File: config.mk
export PLATFORM = sky130hd
export DESIGN_NAME = alu_exec_unit
export DESIGN_NICKNAME = d
export VERILOG_FILES = /design/src/rtl/alu_exec_unit_pkg.sv /design/src/rtl/alu_exec_unit_core.sv /design/src/rtl/alu_exec_unit.sv
export SDC_FILE = /design/constraint.sdc
export NUM_CORES = 1
export LEC_CHECK = 0
export CORE_MARGIN = 4
export CORE_UTILIZATION = 47
export CTS_BUF_LIST = sky130_fd_sc_hd__clkbuf_4
export DETAILED_ROUTE_END_ITERATION = 6
export PLACE_DENSITY_LB_ADDON = 0.08
export REMOVE_ABC_BUFFERS = 1
export SYNTH_ARGS = -nofsm -noshare
export SYNTH_HDL_FRONTEND = slang
export SYNTH_SLANG_ARGS = --single-unit
File: constraint.sdc
create_clock -name clk -period 6.4 [get_ports clk]
set_input_delay 0.96 -clock clk [delete_from_list [all_inputs] [get_ports clk]]
set_output_delay 0.96 -clock clk [all_outputs]
set_load 0.05 [all_outputs]
File: src/rtl/alu_exec_unit_pkg.sv
// Shared widths and op codes for the integer execute unit.
// ALU_MUL_EN enables the multiply ops and the extra pipeline stage that comes with them.
package alu_exec_unit_pkg;

  localparam int XLEN  = 32;
  localparam int OP_W  = 6;
  localparam int TAG_W = 4;

  typedef enum logic [OP_W-1:0] {
    ALU_ADD   = 6'd0,
    ALU_SUB   = 6'd1,
    ALU_SLL   = 6'd2,
    ALU_SLT   = 6'd3,
    ALU_SLTU  = 6'd4,
    ALU_XOR   = 6'd5,
    ALU_SRL   = 6'd6,
    ALU_SRA   = 6'd7,
    ALU_OR    = 6'd8,
    ALU_AND   = 6'd9,
    ALU_BEQ   = 6'd10,
    ALU_BNE   = 6'd11,
    ALU_BLT   = 6'd12,
    ALU_BGE   = 6'd13,
    ALU_BLTU  = 6'd14,
    ALU_BGEU  = 6'd15,
    ALU_JALR  = 6'd16,
    ALU_MUL   = 6'd17,
    ALU_MULH  = 6'd18,
    ALU_MULHU = 6'd19
  } alu_op_e;

endpackage

File: src/rtl/alu_exec_unit_core.sv
// Combinational ALU datapath: op/a/b -> result value and branch flag.
// Multiply ops exist only when ALU_MUL_EN is defined; otherwise they fall to the undefined-op path.
module alu_exec_unit_core
  import alu_exec_unit_pkg::*;
(
  input  logic [OP_W-1:0] i_op,
  input  logic [XLEN-1:0] i_a,
  input  logic [XLEN-1:0] i_b,
  output logic [XLEN-1:0] o_val,
  output logic            o_br
);

  logic [XLEN-1:0] w_sum;
  logic [XLEN-1:0] w_diff;
  logic [4:0]      w_shamt;
  logic            w_eq;
  logic            w_lt_s;
  logic            w_lt_u;

  assign w_sum   = i_a + i_b;
  assign w_diff  = i_a - i_b;
  assign w_shamt = i_b[4:0];
  assign w_eq    = (i_a == i_b);
  assign w_lt_s  = ($signed(i_a) < $signed(i_b));
  assign w_lt_u  = (i_a < i_b);

`ifdef ALU_MUL_EN
  logic [2*XLEN-1:0] w_prod_u;
  logic [XLEN-1:0]   w_mulh;

  // One unsigned multiplier serves all three ops; the signed high half is the
  // unsigned high half corrected for each negative operand.
  assign w_prod_u = {{XLEN{1'b0}}, i_a} * {{XLEN{1'b0}}, i_b};
  assign w_mulh   = w_prod_u[2*XLEN-1:XLEN]
                  - (i_a[XLEN-1] ? i_b : '0)
                  - (i_b[XLEN-1] ? i_a : '0);
`endif

  always_comb begin
    o_val = '0;
    o_br  = 1'b0;
    case (i_op)
      ALU_ADD:  o_val = w_sum;
      ALU_SUB:  o_val = w_diff;
      ALU_SLL:  o_val = i_a << w_shamt;
      ALU_SLT:  o_val = {{(XLEN-1){1'b0}}, w_lt_s};
      ALU_SLTU: o_val = {{(XLEN-1){1'b0}}, w_lt_u};
      ALU_XOR:  o_val = i_a ^ i_b;
      ALU_SRL:  o_val = i_a >> w_shamt;
      ALU_SRA:  o_val = $signed(i_a) >>> w_shamt;
      ALU_OR:   o_val = i_a | i_b;
      ALU_AND:  o_val = i_a & i_b;
      ALU_BEQ:  begin o_br = 1'b1; o_val = {{(XLEN-1){1'b0}},  w_eq};   end
      ALU_BNE:  begin o_br = 1'b1; o_val = {{(XLEN-1){1'b0}}, ~w_eq};   end
      ALU_BLT:  begin o_br = 1'b1; o_val = {{(XLEN-1){1'b0}},  w_lt_s}; end
      ALU_BGE:  begin o_br = 1'b1; o_val = {{(XLEN-1){1'b0}}, ~w_lt_s}; end
      ALU_BLTU: begin o_br = 1'b1; o_val = {{(XLEN-1){1'b0}},  w_lt_u}; end
      ALU_BGEU: begin o_br = 1'b1; o_val = {{(XLEN-1){1'b0}}, ~w_lt_u}; end
      ALU_JALR: o_val = {w_sum[XLEN-1:1], 1'b0};
`ifdef ALU_MUL_EN
      ALU_MUL:   o_val = w_prod_u[XLEN-1:0];
      ALU_MULH:  o_val = w_mulh;
      ALU_MULHU: o_val = w_prod_u[2*XLEN-1:XLEN];
`endif
      default: ;
    endcase
  end

endmodule

File: src/rtl/alu_exec_unit.sv
// Fixed-latency integer execute unit feeding the ALU CDB (latency 2, or 3 with ALU_MUL_EN).
// Stages: S1 input latch -> [S2 with ALU_MUL_EN] -> output stage; rdy low freezes all stages.
module alu_exec_unit
  import alu_exec_unit_pkg::*;
(
  input  logic             clk,
  input  logic             rst,
  input  logic             rdy,
  input  logic             flush,
  input  logic             in_valid,
  input  logic [OP_W-1:0]  in_op,
  input  logic [XLEN-1:0]  in_a,
  input  logic [XLEN-1:0]  in_b,
  input  logic [TAG_W-1:0] in_tag,
  output logic             out_valid,
  output logic [TAG_W-1:0] out_tag,
  output logic [XLEN-1:0]  out_val,
  output logic             out_br,
  output logic             busy
);

  logic             r_s1_valid;
  logic [OP_W-1:0]  r_s1_op;
  logic [XLEN-1:0]  r_s1_a;
  logic [XLEN-1:0]  r_s1_b;
  logic [TAG_W-1:0] r_s1_tag;

  logic             r_o_valid;
  logic [TAG_W-1:0] r_o_tag;
  logic [XLEN-1:0]  r_o_val;
  logic             r_o_br;

  logic [XLEN-1:0]  w_core_val;
  logic             w_core_br;

`ifdef ALU_MUL_EN
  logic             r_s2_valid;
  logic [TAG_W-1:0] r_s2_tag;
  logic [XLEN-1:0]  r_s2_val;
  logic             r_s2_br;
`endif

  alu_exec_unit_core u_core (
    .i_op  (r_s1_op),
    .i_a   (r_s1_a),
    .i_b   (r_s1_b),
    .o_val (w_core_val),
    .o_br  (w_core_br)
  );

  always_ff @(posedge clk) begin
    if (rst) begin
      r_s1_valid <= 1'b0;
      r_o_valid  <= 1'b0;
      r_o_tag    <= '0;
      r_o_val    <= '0;
      r_o_br     <= 1'b0;
`ifdef ALU_MUL_EN
      r_s2_valid <= 1'b0;
`endif
    end else if (flush) begin
      r_s1_valid <= 1'b0;
      r_o_valid  <= 1'b0;
`ifdef ALU_MUL_EN
      r_s2_valid <= 1'b0;
`endif
    end else if (rdy) begin
      r_s1_valid <= in_valid;
      if (in_valid) begin
        r_s1_op  <= in_op;
        r_s1_a   <= in_a;
        r_s1_b   <= in_b;
        r_s1_tag <= in_tag;
      end
`ifdef ALU_MUL_EN
      r_s2_valid <= r_s1_valid;
      if (r_s1_valid) begin
        r_s2_tag <= r_s1_tag;
        r_s2_val <= w_core_val;
        r_s2_br  <= w_core_br;
      end
      r_o_valid <= r_s2_valid;
      if (r_s2_valid) begin
        r_o_tag <= r_s2_tag;
        r_o_val <= r_s2_val;
        r_o_br  <= r_s2_br;
      end
`else
      r_o_valid <= r_s1_valid;
      if (r_s1_valid) begin
        r_o_tag <= r_s1_tag;
        r_o_val <= w_core_val;
        r_o_br  <= w_core_br;
      end
`endif
    end
  end

  // The output stage only advances on rdy cycles, so gating with rdy broadcasts a
  // held result exactly once; a flushed result must not reach RS/ROB this cycle.
  assign out_valid = r_o_valid & rdy & ~flush & ~rst;
  assign out_tag   = r_o_tag;
  assign out_val   = r_o_val;
  assign out_br    = r_o_br;

`ifdef ALU_MUL_EN
  assign busy = r_s1_valid | r_s2_valid | r_o_valid;
`else
  assign busy = r_s1_valid | r_o_valid;
`endif

endmodule

# After elaboration in Yosys (flattened, before gate mapping)
# Cells that the tools add are included.
# Widths: inputs -> output; s select.
dict set report classes {
  n_bitwise 12
  n_lt_le_gt_ge 2
  n_shift 3
  muxes 2
  n_addsub 2
  reduce_logical 7
  n_eq_ne 17
}
# op count
set ops {}
lappend ops {{$pmux 32 s15} 1}
lappend ops {{$lt 32x32->1} 2}
lappend ops {{$eq 6x4->1 const B} 8}
lappend ops {{$add 32x32->32} 1}
lappend ops {{$and 32x32->32} 1}
lappend ops {{$eq 32x32->1} 1}
lappend ops {{$or 32x32->32} 1}
lappend ops {{$shl 32x5->32} 1}
lappend ops {{$shr 32x5->32} 1}
lappend ops {{$sshr 32x5->32} 1}
lappend ops {{$sub 32x32->32} 1}
lappend ops {{$xor 32x32->32} 1}
lappend ops {{$eq 6x3->1 const B} 4}
lappend ops {{$eq 6x2->1 const B} 2}
lappend ops {{$eq 6x1->1 const B} 1}
lappend ops {{$eq 6x5->1 const B} 1}
lappend ops {{$logic_not 6->1} 1}
lappend ops {{$reduce_or 2->1} 3}
lappend ops {{$reduce_or 6->1} 1}
lappend ops {{$not 1->1} 5}
lappend ops {{$reduce_and 4->1} 1}
lappend ops {{$and 1x1->1} 3}
lappend ops {{$reduce_and 3->1} 1}
lappend ops {{$mux 1} 1}
lappend ops {{$or 1x1->1} 1}
dict set report totals {
  output_inout_bits 39
  wordCells 54
  in_bits 79
  regBits 113
}

# Longest topological paths before layout
dict set report logic_depth {
  ltp_word 3
  ltp_mapped 14
  mapped_depth_nobuf 12
}

# Cells and area by module
# A second synthesis with hierarchy kept.
dict set report unflattened {
  hier_cells 1616
  area_unflattened_um2 12779.8
}
# module cells_per_inst instances seq_area_each_um2 area_each_um2
set modules_own_cells {}
lappend modules_own_cells {alu_exec_unit_core 1370 1 0.0 8607.0}
lappend modules_own_cells {alu_exec_unit 246 1 3002.9 4172.8}

# Worst setup path after synthesis
# Ideal clock, no wire load.
dict set report synth_timing {
  path_type {in2reg}
  start {input port rst}
  end {register r_s1_a[0] (enable)}
  path_buffers 1
  setup_ps 598
  required_ps 5802
  path_slack_ps -448
  path_stages 2
  arrival_time_ps 6250
  path_cell_list {clkbuf_1 nor3_1}
}
dict set report synth_between {
  elab_chain_cells 2
}
# item line_no
set synth_lines {}
lappend synth_lines {{start, declared} alu_exec_unit.sv:7} ;# input logic rst,
lappend synth_lines {{$not 1->1 (no source line)} n/a}
lappend synth_lines {{$reduce_and 4->1 (no source line)} n/a}
lappend synth_lines {{end signal, assigned} alu_exec_unit.sv:71} ;# r_s1_a <= in_a;
lappend synth_lines {{end, declared} alu_exec_unit.sv:24} ;# logic [XLEN-1:0] r_s1_a;
# Every way passes these cells.
# A chain may end at the register's enable or synchronous reset.

# Final worst setup path
dict set report layout_timing {
  start {register r_s1_b[2]}
  end {register r_o_val[28], in the netlist out_val[28]}
}
dict set report layout_between {
  elab_chain_cells 2
  word_cells_on_any_way 6
  cone_classes {add/sub: 2; shift: 3; mux: 1}
}
# item line_no
set layout_lines {}
lappend layout_lines {{start, declared} alu_exec_unit.sv:25} ;# logic [XLEN-1:0] r_s1_b;
lappend layout_lines {{start signal, assigned} alu_exec_unit.sv:72} ;# r_s1_b <= in_b;
lappend layout_lines {{$add 32x32->32 (tied with other cells)} alu_exec_unit_core.sv:20} ;# assign w_sum = i_a + i_b;
lappend layout_lines {{$pmux 32 s15 (*)} alu_exec_unit_core.sv:42} ;# case (i_op)
lappend layout_lines {{end signal, assigned} alu_exec_unit.sv:92} ;# r_o_val <= w_core_val;
lappend layout_lines {{end, declared} alu_exec_unit.sv:30} ;# logic [XLEN-1:0] r_o_val;
# Mark *: on every way between the ends. The rest lies on a longest branch, timed or not.

==> flow_summary.toml <==
[worst_setup_path]
worstPathRequired_ps = 6880
crit_arrival_ps = 4560
worstSetupEndpointType = "register"
cp-start-kind = "register"
crit_fanout = 46
critical_path_class = "reg2reg"

[floorplanning]
start_util_pct = 48.2
fp.dieH_um = 172
ios = 118
rows = 59
die_w_um = 172
core_um2 = 26300
dieArea_um2 = 29700

[cts]
cts.clk_slew.worst_paths_ps = 150
htreeDepth = 4
ctsHoldBuffers = 0
cts_made_buffers = 17
cts.repair.resized = 0
cts.sinks = 113
clockRootBuffer = "clkbuf_4"
cts_setup_buffers = 0
clkLatencyLatePin_ps = 570
clk_path_buf_depth = 2
cts_tree = "done"

[synth]
yosysTopAreaCell = "edfxtp_1"
avgSynthCellArea_um2 = 8.15
yosysSeqAreaShare_pct = 23.7
netlist.area_leader.share_pct = 17.5
syn_inst = 1554
synth.distinct_cells = 94
async_flop_share_pct = 0
ys_top_cells_by_area = "edfxtp_1 18%, ha_1 9.6%, dfxtp_1 6.2%"
ys_ff_latch = 113
yosysWarnings = 0
syn_area_um2 = 12700
yosys_most_used_dff = "edfxtp_1"
synth_edf_count = 74

[grt]
antenna_found_initial = 1
first_global_vias = 12300
grt.overflow.total = 0
grt_first_pass_wirelength_mm = 76.4
grt_use_total_pct = 34.4
grt_max_degree = 75

[routing]
first_iter_violations = 1888
routedWlPerCell_um = 26.9
dr.pass1.iters = 5
drt_wl_total_mm = 52.2
route.detailed.drc = 0
ant_nets = 0
num_vias = 13300
avgViaCountPerCell = 6.84

[timing]
maxSlewViolCount = 0
min_period_ps = 4080
setup-tns-final_ps = 0
hold_viol = 0
finalClockSkew_ps = 31.7
fmax_mhz = 245
period_share_pct = 63.7
slew_headroom_pct = 33.3
setup_ws_ps = 2320
setup_violations = 0
rsz0062_at_grt = "false"
worst_slew_pin_slew_ps = 1000

[flow_run]
max_cap_violations = 0

[pwr]
vdd_drop_max_uv = 116
total_power_mw = 1.92
power.density_nw_per_um2 = 135
swShare_pct = 34.9
p_int_mw = 1.25
p_switching_mw = 0.671
p_clk_share_pct = 33.1
power_frac_seq_pct = 42.7
leakage_nw = 5.41
pwr-share-comb_pct = 24.2

[placement]
dp_cells = 1911
dpl_worst_slack_ps = 2450
place.port_buffers = 117
dp_hpwl_mm = 39.5
gp_congestion = 1.04

[finish]
fin_nets = 1773
instances_no_fill = 1944
syn_to_final_growth_pct = 12.0
drive_gt1_share_pct = 9.20
final_core_util_pct = 54.0

[worst_hold_path]
hold_path_class = "reg2reg"

[run_status]
outcome = "finished, final reports clean"
cells in the mapped netlist, drive strengths merged, types with 8 or more instances:
library cell / n
o21bai: 21
nor2: 133
a221oi: 19
or2: 8
mux4: 33
ha: 97
a22oi: 13
clkbuf: 70
nand2b: 23
a31oi: 16
dfxtp: 39
a211oi: 36
a311oi: 11
edfxtp: 74
inv: 101
mux2i: 64
o31ai: 16
o21ai: 98
mux2: 25
nor3: 37
nor2b: 14
o22ai: 23
o221ai: 10
nand4: 12
a21oi: 144
and2: 8
nand2: 158
a21o: 12
nand3: 29
buf: 46
and3: 9
o211ai: 25
nor4: 20
a211o: 9
flip-flops by register name (all words and copies together) (netlist names):
register / cells
r_s1_a: 32
r_o_valid: 1
out_br: 1
r_s1_valid: 1
r_s1_op: 6
out_val: 32
r_s1_b: 32
r_s1_tag: 4
out_tag: 4
layout by cell type (no fill, tap or decap), drive strengths merged, types with 7 or more instances in the layout:
master,instances
o221ai,10
nand3,29
mux4,33
a211o,9
buf,21
nor3,37
a31oi,16
nand4,12
nor4,20
clkdlybuf4s50,117
and3,9
o22ai,23
or2,8
clkbuf,17
nand2,158
inv,107
nor2b,14
nand2b,23
a311oi,11
mux2i,64
ha,97
a211oi,36
mux2,25
o31ai,16
edfxtp,74
a221oi,19
a22oi,13
a21o,12
o21bai,21
o211ai,25
o21ai,98
clkinv,7
and2,8
nor2,133
a21oi,144
dfxtp,39
final timing paths:
| path | start | cells after the start | slack (ps) | to |
|---|---|---|---|---|
| hold / removal | out_tag[3] | 2 | 460 | out_tag[3] |
| hold reg to reg | out_tag[3] | 2 | 460 | out_tag[3] |
| setup reg to reg | r_s1_b[2] | 11 | 2320 | out_val[28] |
| setup / recovery | r_s1_b[2] | 11 | 2320 | out_val[28] |
through the flow:
step	hold slack (ps)	cell area, um2
global placement	436	13900
detailed placement	447	13900
floorplan	457	12100
CTS	464	14200
global route	486	14200
finish	461	14200
metal layers:
layer  GRT usage, %  wire length, um
met1           49.1            22000
met2           50.9            22300
met3           8.87             6120
met4           11.4             1770
met5              0                0
power by group through the flow:
stage          combinational (mW)  clock [mW]  sequential (mW)
2_1_floorplan               0.270           0            0.842
3_3_place_gp                0.448           0            0.836
3_5_place_dp                0.449           0            0.837
4_1_cts                     0.452       0.652            0.821
5_1_grt                     0.497       0.677            0.823
6_report                    0.465       0.636            0.822
worst max-delay path: stages, from the launching register on:
cell      delay, ps
edfxtp_1        420
inv_2           720
ha_1            470
o21bai_1        230
a211oi_1        130
o21bai_1        490
a21oi_2         230
o211ai_2        450
nor3_1          130
nor4_2          340
mux2i_1         120
a31o_2          260
cell families (layout without fill, tap and decap cells):
kind of cell	count (synthesis)	count (layout)	synth area share, %
multiplexers	122	122	13.3
buffers and inverters	218	272	7.45
flip-flops	113	113	23.7
AO/OA/AOI/OAI	522	522	27.6
other	0	1	0
adder cells (fa/ha/maj)	99	99	9.89
AND/OR/NAND/NOR	470	470	17.4
XOR/XNOR	10	10	0.691
final cells by class:
class,count,area [um2]
antenna,1,2.50
clock buffer,17,128
clock inverter,15,180
fill,2571,12100
inverter,102,383
multi-input combinational,1223,8750
sequential,113,3000
tap,335,419
timing repair buffer,138,1330
Note: power is estimated with default switching activity, not from simulation.
